==> src/rtl/mips_cpu_data_bridge_if.sv <==
//------------------------------------------------------------------------------
// Module   : mips_cpu_data_bridge_if
// Purpose  : Avalon-MM style data bus with waitrequest, bridge side = master.
// Revision : 1.0 - initial release
//------------------------------------------------------------------------------
`timescale 1ns/1ps
`default_nettype none

interface mips_cpu_data_bridge_if;
  logic [31:0] address;
  logic        read;
  logic        write;
  logic [3:0]  byteenable;
  logic [31:0] writedata;
  logic [31:0] readdata;
  logic        waitrequest;

  modport master (
    output address, read, write, byteenable, writedata,
    input  readdata, waitrequest
  );

  modport slave (
    input  address, read, write, byteenable, writedata,
    output readdata, waitrequest
  );
endinterface

`default_nettype wire

==> src/rtl/mips_cpu_data_bridge.sv <==
//------------------------------------------------------------------------------
// Module   : mips_cpu_data_bridge
// Purpose  : Registers CPU loads/stores, issues them on the data bus and stalls
//            the CPU clock enable until the bus has accepted the request.
// Revision : 1.0 - initial release
//------------------------------------------------------------------------------
`timescale 1ns/1ps
`default_nettype none

module mips_cpu_data_bridge #(
  parameter int unsigned TIMEOUT_CYCLES = 0
) (
  input  logic                          clk,
  input  logic                          reset,
  input  logic                          ext_clk_enable,
  input  logic                          cpu_data_read,
  input  logic                          cpu_data_write,
  input  logic [31:0]                   cpu_data_address,
  input  logic [3:0]                    cpu_data_byteenable,
  input  logic [31:0]                   cpu_data_writedata,
  output logic [31:0]                   cpu_data_readdata,
  output logic                          cpu_clk_enable,
  mips_cpu_data_bridge_if.master        avm,
  output logic                          bus_error
);

  localparam int CNT_W = ($clog2(TIMEOUT_CYCLES + 1) > 16) ?
                         $clog2(TIMEOUT_CYCLES + 1) : 16;

  typedef enum logic [1:0] {
    IDLE = 2'd0,
    BUS  = 2'd1,
    DONE = 2'd2
  } state_t;

  state_t             state;
  logic [31:0]        rdata_reg;
  logic [CNT_W-1:0]   wait_cnt;
  logic               timeout_hit;
  logic               cpu_req;

  assign cpu_req           = cpu_data_read | cpu_data_write;
  assign cpu_data_readdata = rdata_reg;

  // The counter reaches the limit during the wait cycle it is about to count.
  generate
    if (TIMEOUT_CYCLES > 0) begin : g_timeout
      localparam logic [CNT_W-1:0] LIMIT = CNT_W'(TIMEOUT_CYCLES - 1);
      assign timeout_hit = (wait_cnt >= LIMIT);
    end else begin : g_no_timeout
      assign timeout_hit = 1'b0;
    end
  endgenerate

  // Reset forces the IDLE stall rule even while the state register still holds BUS.
  always_comb begin
    cpu_clk_enable = 1'b0;
    if (reset || state == IDLE)
      cpu_clk_enable = ext_clk_enable & ~cpu_req;
    else if (state == DONE)
      cpu_clk_enable = ext_clk_enable;
  end

  always_ff @(posedge clk) begin
    if (reset) begin
      state          <= IDLE;
      avm.read       <= 1'b0;
      avm.write      <= 1'b0;
      avm.address    <= 32'd0;
      avm.byteenable <= 4'd0;
      avm.writedata  <= 32'd0;
      rdata_reg      <= 32'd0;
      bus_error      <= 1'b0;
      wait_cnt       <= '0;
    end else begin
      case (state)
        IDLE: begin
          if (ext_clk_enable && cpu_req) begin
            avm.address    <= cpu_data_address & 32'hFFFF_FFFC;
            avm.byteenable <= cpu_data_byteenable;
            avm.writedata  <= cpu_data_writedata;
            avm.write      <= cpu_data_write;
            avm.read       <= ~cpu_data_write;
            wait_cnt       <= '0;
            state          <= BUS;
          end
        end
        BUS: begin
          if (!avm.waitrequest) begin
            if (avm.read)
              rdata_reg <= avm.readdata;
            avm.read  <= 1'b0;
            avm.write <= 1'b0;
            state     <= DONE;
          end else if (timeout_hit) begin
            avm.read  <= 1'b0;
            avm.write <= 1'b0;
            rdata_reg <= 32'd0;
            bus_error <= 1'b1;
            state     <= DONE;
          end else if (wait_cnt != '1) begin
            wait_cnt <= wait_cnt + 1'b1;
          end
        end
        DONE: begin
          if (ext_clk_enable)
            state <= IDLE;
        end
        default: state <= IDLE;
      endcase
    end
  end

endmodule

`default_nettype wire

==> src/flat_wrapper.sv <==
// flat-port wrapper written by rule: the top's interface ports become plain ports
module mips_cpu_data_bridge_flat 
#(
  parameter int unsigned TIMEOUT_CYCLES = 0
)
  (clk, reset, ext_clk_enable, cpu_data_read, cpu_data_write, cpu_data_address, cpu_data_byteenable, cpu_data_writedata, cpu_data_readdata, cpu_clk_enable, bus_error, avm_address, avm_read, avm_write, avm_byteenable, avm_writedata, avm_readdata, avm_waitrequest);
  mips_cpu_data_bridge_if avm_i ();
  input  logic clk;
  input  logic reset;
  input  logic ext_clk_enable;
  input  logic cpu_data_read;
  input  logic cpu_data_write;
  input  logic [31:0] cpu_data_address;
  input  logic [3:0] cpu_data_byteenable;
  input  logic [31:0] cpu_data_writedata;
  output logic [31:0] cpu_data_readdata;
  output logic cpu_clk_enable;
  output logic bus_error;
  output wire logic [$bits(avm_i.address)-1:0] avm_address;
  output wire logic [$bits(avm_i.read)-1:0] avm_read;
  output wire logic [$bits(avm_i.write)-1:0] avm_write;
  output wire logic [$bits(avm_i.byteenable)-1:0] avm_byteenable;
  output wire logic [$bits(avm_i.writedata)-1:0] avm_writedata;
  input wire logic [$bits(avm_i.readdata)-1:0] avm_readdata;
  input wire logic [$bits(avm_i.waitrequest)-1:0] avm_waitrequest;
  assign avm_address = avm_i.address;
  assign avm_read = avm_i.read;
  assign avm_write = avm_i.write;
  assign avm_byteenable = avm_i.byteenable;
  assign avm_writedata = avm_i.writedata;
  assign avm_i.readdata = avm_readdata;
  assign avm_i.waitrequest = avm_waitrequest;
  mips_cpu_data_bridge #(.TIMEOUT_CYCLES(TIMEOUT_CYCLES)) u_core (.clk(clk), .reset(reset), .ext_clk_enable(ext_clk_enable), .cpu_data_read(cpu_data_read), .cpu_data_write(cpu_data_write), .cpu_data_address(cpu_data_address), .cpu_data_byteenable(cpu_data_byteenable), .cpu_data_writedata(cpu_data_writedata), .cpu_data_readdata(cpu_data_readdata), .cpu_clk_enable(cpu_clk_enable), .avm(avm_i), .bus_error(bus_error));
endmodule
==> config.mk <==
export PLATFORM = sky130hd
export DESIGN_NAME = mips_cpu_data_bridge_flat
export DESIGN_NICKNAME = d
export VERILOG_FILES = /design/src/rtl/mips_cpu_data_bridge_if.sv /design/src/rtl/mips_cpu_data_bridge.sv /design/src/flat_wrapper.sv
export SDC_FILE = /design/constraint.sdc
export NUM_CORES = 1
export LEC_CHECK = 0
export ABC_AREA = 1
export CAP_MARGIN = 20
export CORE_MARGIN = 5
export CORE_UTILIZATION = 38
export DETAILED_ROUTE_END_ITERATION = 7
export GPL_ROUTABILITY_DRIVEN = 0
export PLACE_DENSITY = 0.81
export SYNTH_ARGS = -nofsm -noshare
export SYNTH_HDL_FRONTEND = slang
export SYNTH_SLANG_ARGS = --single-unit
==> constraint.sdc <==
create_clock -name clk -period 1.6 [get_ports clk]
set_input_delay 0.32 -clock clk [delete_from_list [all_inputs] [get_ports clk]]
set_output_delay 0.32 -clock clk [all_outputs]
set_load 0.1 [all_outputs]
==> flow_metrics.py <==
metrics = {
    "outcome": {
        "outcome": "complete, no violations",
    },
    "setup_path": {
        "rr_worst_depth": 7,
        "end_kind": "primary output",
        "crit_chain": "clkdlybuf4s50_1 > inv_1 > nor2_2 > buf_12",
        "crit_required_ns": 1.28,
        "critPathSlowestCell": "clkdlybuf4s50_1",
        "rrSetupSlack_ns": 0.10,
        "cp_max_fo": 3,
        "r2r_start": "u_core.state[1]",
        "cp_top_family": "buffers and inverters",
        "path_buf_inv": 3,
        "rr_endpoint": "u_core.cpu_data_readdata[30]",
        "crit_arrival_ns": 1.27,
        "max_stage_delay_ns": 0.52,
        "critical_path_class": "in -> out",
        "critPathLaunchType": "input pin",
    },
    "synth": {
        "ys_ff_latch": 102,
        "syn_area_mm2": 0.003595,
        "yosys_warnings": 0,
        "synth_cell_type_count": 18,
        "postSynthAreaPerCell_um2": 7.815,
        "syn_inst": 460,
        "ys_seq_area_share_pct": 56.80,
    },
    "clocking": {
        "cts_tree": "done",
        "worstSkewPairLatency_ns": 0.35,
        "htree_levels": 3,
        "numCtsBuffers": 9,
        "root_buffer": "clkbuf_8",
        "holdBufCountCts": 0,
        "clk_pin_slew_ns": 0.09,
        "clock_sinks": 102,
        "cts_max_path_buffers": 2,
    },
    "sta": {
        "rsz0062_at_grt": "yes",
        "post-route-period-util_pct": 99.49,
        "clock_skew_ns": 0.01185,
        "timing.final.ws_setup_ns": 0.008111,
        "max_freq_mhz": 628.2,
        "hold_viol": 0,
        "slew-limit-headroom_pct": 45.80,
        "drv_slew": 0,
        "setup_viol": 0,
        "min_period_ns": 1.592,
        "max_slew.worst_pin.slew_ns": 0.8121,
    },
    "final_layout": {
        "drive_above_1_share_pct": 21.95,
        "layout.cells.most_common": "nand2_1",
        "area_growth_pct": 95.61,
        "multi_input_area_mm2": 0.001370,
        "fill_cells": 616,
        "register_area_mm2": 0.002046,
        "fin_nets": 766,
        "final_util_pct": 76.10,
        "layout_common_cells": "138 x nand2_1, 105 x buf_12, 100 x clkdlybuf4s50_1",
        "stdcell_area_mm2": 0.007032,
    },
    "flow_run": {
        "drv_cap": 0,
    },
    "grt": {
        "grt_pass1_wl_um": 18670,
        "grt_max_degree": 38,
        "antenna_found_initial": 1,
        "overflow": 0,
        "grt_pass1_vias": 3787,
        "grt.total_usage_pct": 20.45,
    },
    "routing": {
        "vias": 3789,
        "ant_nets": 0,
        "dr.pass1.iters": 6,
        "wl_per_cell_um": 15.14,
        "viasPerCell": 4.766,
        "drt-initial-drc-count": 179,
        "postRouteWirelength_um": 12040,
        "drc": 0,
    },
    "die": {
        "rows": 35,
        "die_w_um": 107.3,
        "die_y_um": 107.3,
        "start_util_pct": 38.90,
        "die_area_mm2": 0.01150,
        "ios": 210,
        "core_mm2": 0.009240,
    },
    "hold_path": {
        "hold_path_class": "in -> reg",
        "holdCritStartpoint": "reset",
        "hold_depth": 2,
        "hold-path-endpoint": "u_core.avm.write",
    },
    "power_and_ir_drop": {
        "leakagePower_nw": 2.704,
        "peakVddDrop_mv": 0.6165,
        "p_per_area_mw_per_mm2": 911.3,
    },
    "placed_design": {
        "io_buffer_count": 204,
        "place_area_mm2": 0.006795,
        "place_ws_ns": -0.1781,
        "dpl.hpwl_um": 9283,
    },
}
-- stage by stage --
step / power (mW) / std cells / hold WS (ns) / TNS, ns
finish: 6.408 / 795 / 0.2831 / 0
global route: 6.656 / 795 / 0.2748 / -0.05190
CTS: 6.447 / 793 / 0.2439 / -0.01597
detailed placement: 4.845 / 776 / 0.4916 / -8.150
global placement: 4.810 / 776 / 0.4878 / -5.823
floorplan: 3.940 / 462 / 0.4627 / -0.1954
-- state kept, by name, indices dropped and copies added (netlist names) --
name	count
u_core.avm.address	30
u_core.avm.write	1
u_core.avm.read	1
u_core.avm.byteenable	4
u_core.avm.writedata	32
u_core.state	2
u_core.cpu_data_readdata	32
-- worst register-to-register path, delay by kind of cell, from the launching register on --
kind,cells,cell delay [ns]
buf+inv,3,0.46
compound gates,1,0.26
simple gates,3,0.32
flops,1,0.34
-- cell type report --
cell class / instances / share of cell area [%]
Antenna cell: 1 / 0.03559
Clock buffer: 11 / 2.011
Clock inverter: 5 / 0.8363
Inverter: 7 / 0.4093
Multi-Input combinational cell: 319 / 19.48
Sequential cell: 102 / 29.09
Tap cell: 129 / 2.295
Timing Repair Buffer: 221 / 45.84
-- logic make-up after synthesis --
group | count (synthesis) | synth area share, %
buffers and inverters | 41 | 5.812
DFF | 102 | 56.80
other | 1 | 0.1043
AOI/OAI and AO/OA | 103 | 14.38
and+or+nand+nor | 213 | 22.90
-- worst max path at each step --
stage / from / endpoint / slack [ns] / depth (start not counted)
finish: ext_clk_enable / cpu_clk_enable / 0.008 / 4
global route: u_core.state[1] / cpu_clk_enable / -0.05 / 5
CTS: u_core.state[1] / cpu_clk_enable / -0.02 / 5
detailed placement: avm_waitrequest / u_core.cpu_data_readdata[2] / -0.18 / 7
global placement: avm_waitrequest / u_core.cpu_data_readdata[13] / -0.13 / 7
floorplan: reset / cpu_clk_enable / -0.20 / 3
-- cell usage after synthesis --
library cell	count	area share, %
nor2_4	1	0.31
nor2_2	2	0.35
buf_4	7	1.5
nand2_1	138	14
nand3_2	1	0.28
nor2_1	67	7.0
nand3_1	4	0.56
conb_1	1	0.10
inv_2	1	0.10
buf_1	2	0.21
dfxtp_1	102	57
buf_2	5	0.70
o21ai_0	32	4.5
a21oi_1	70	9.7
clkbuf_1	17	1.8
o22ai_1	1	0.17
buf_6	3	0.94
inv_1	6	0.63
-- layer usage --
metal	GRT usage [%]	vias to the layer above	wire, µm
met5	0	-	0
met4	6.941	0	324
met3	7.798	28	1096
met2	36.37	171	6131
met1	22.16	1733	4483
li1	-	1857	-
-- power breakdown --
group          switching, mW  internal, mW  total [mW]  leakage (nW)
sequential             0.123          2.66        2.78         0.833
clock                  0.849         0.768        1.62        0.0955
combinational           1.22         0.789        2.01          1.78
total                   2.19          4.21        6.41          2.70
-- timing repair --
action | CTS | global route
setup endpoints to repair | 1 | 33
pin swaps | 2 | 1
resized for setup | 6 | 6
cloned | 0 | 0
buffers inserted | 1 | 1
hold endpoints to repair | 0 | 0
No activity file was read; power rests on OpenSTA's default activity.
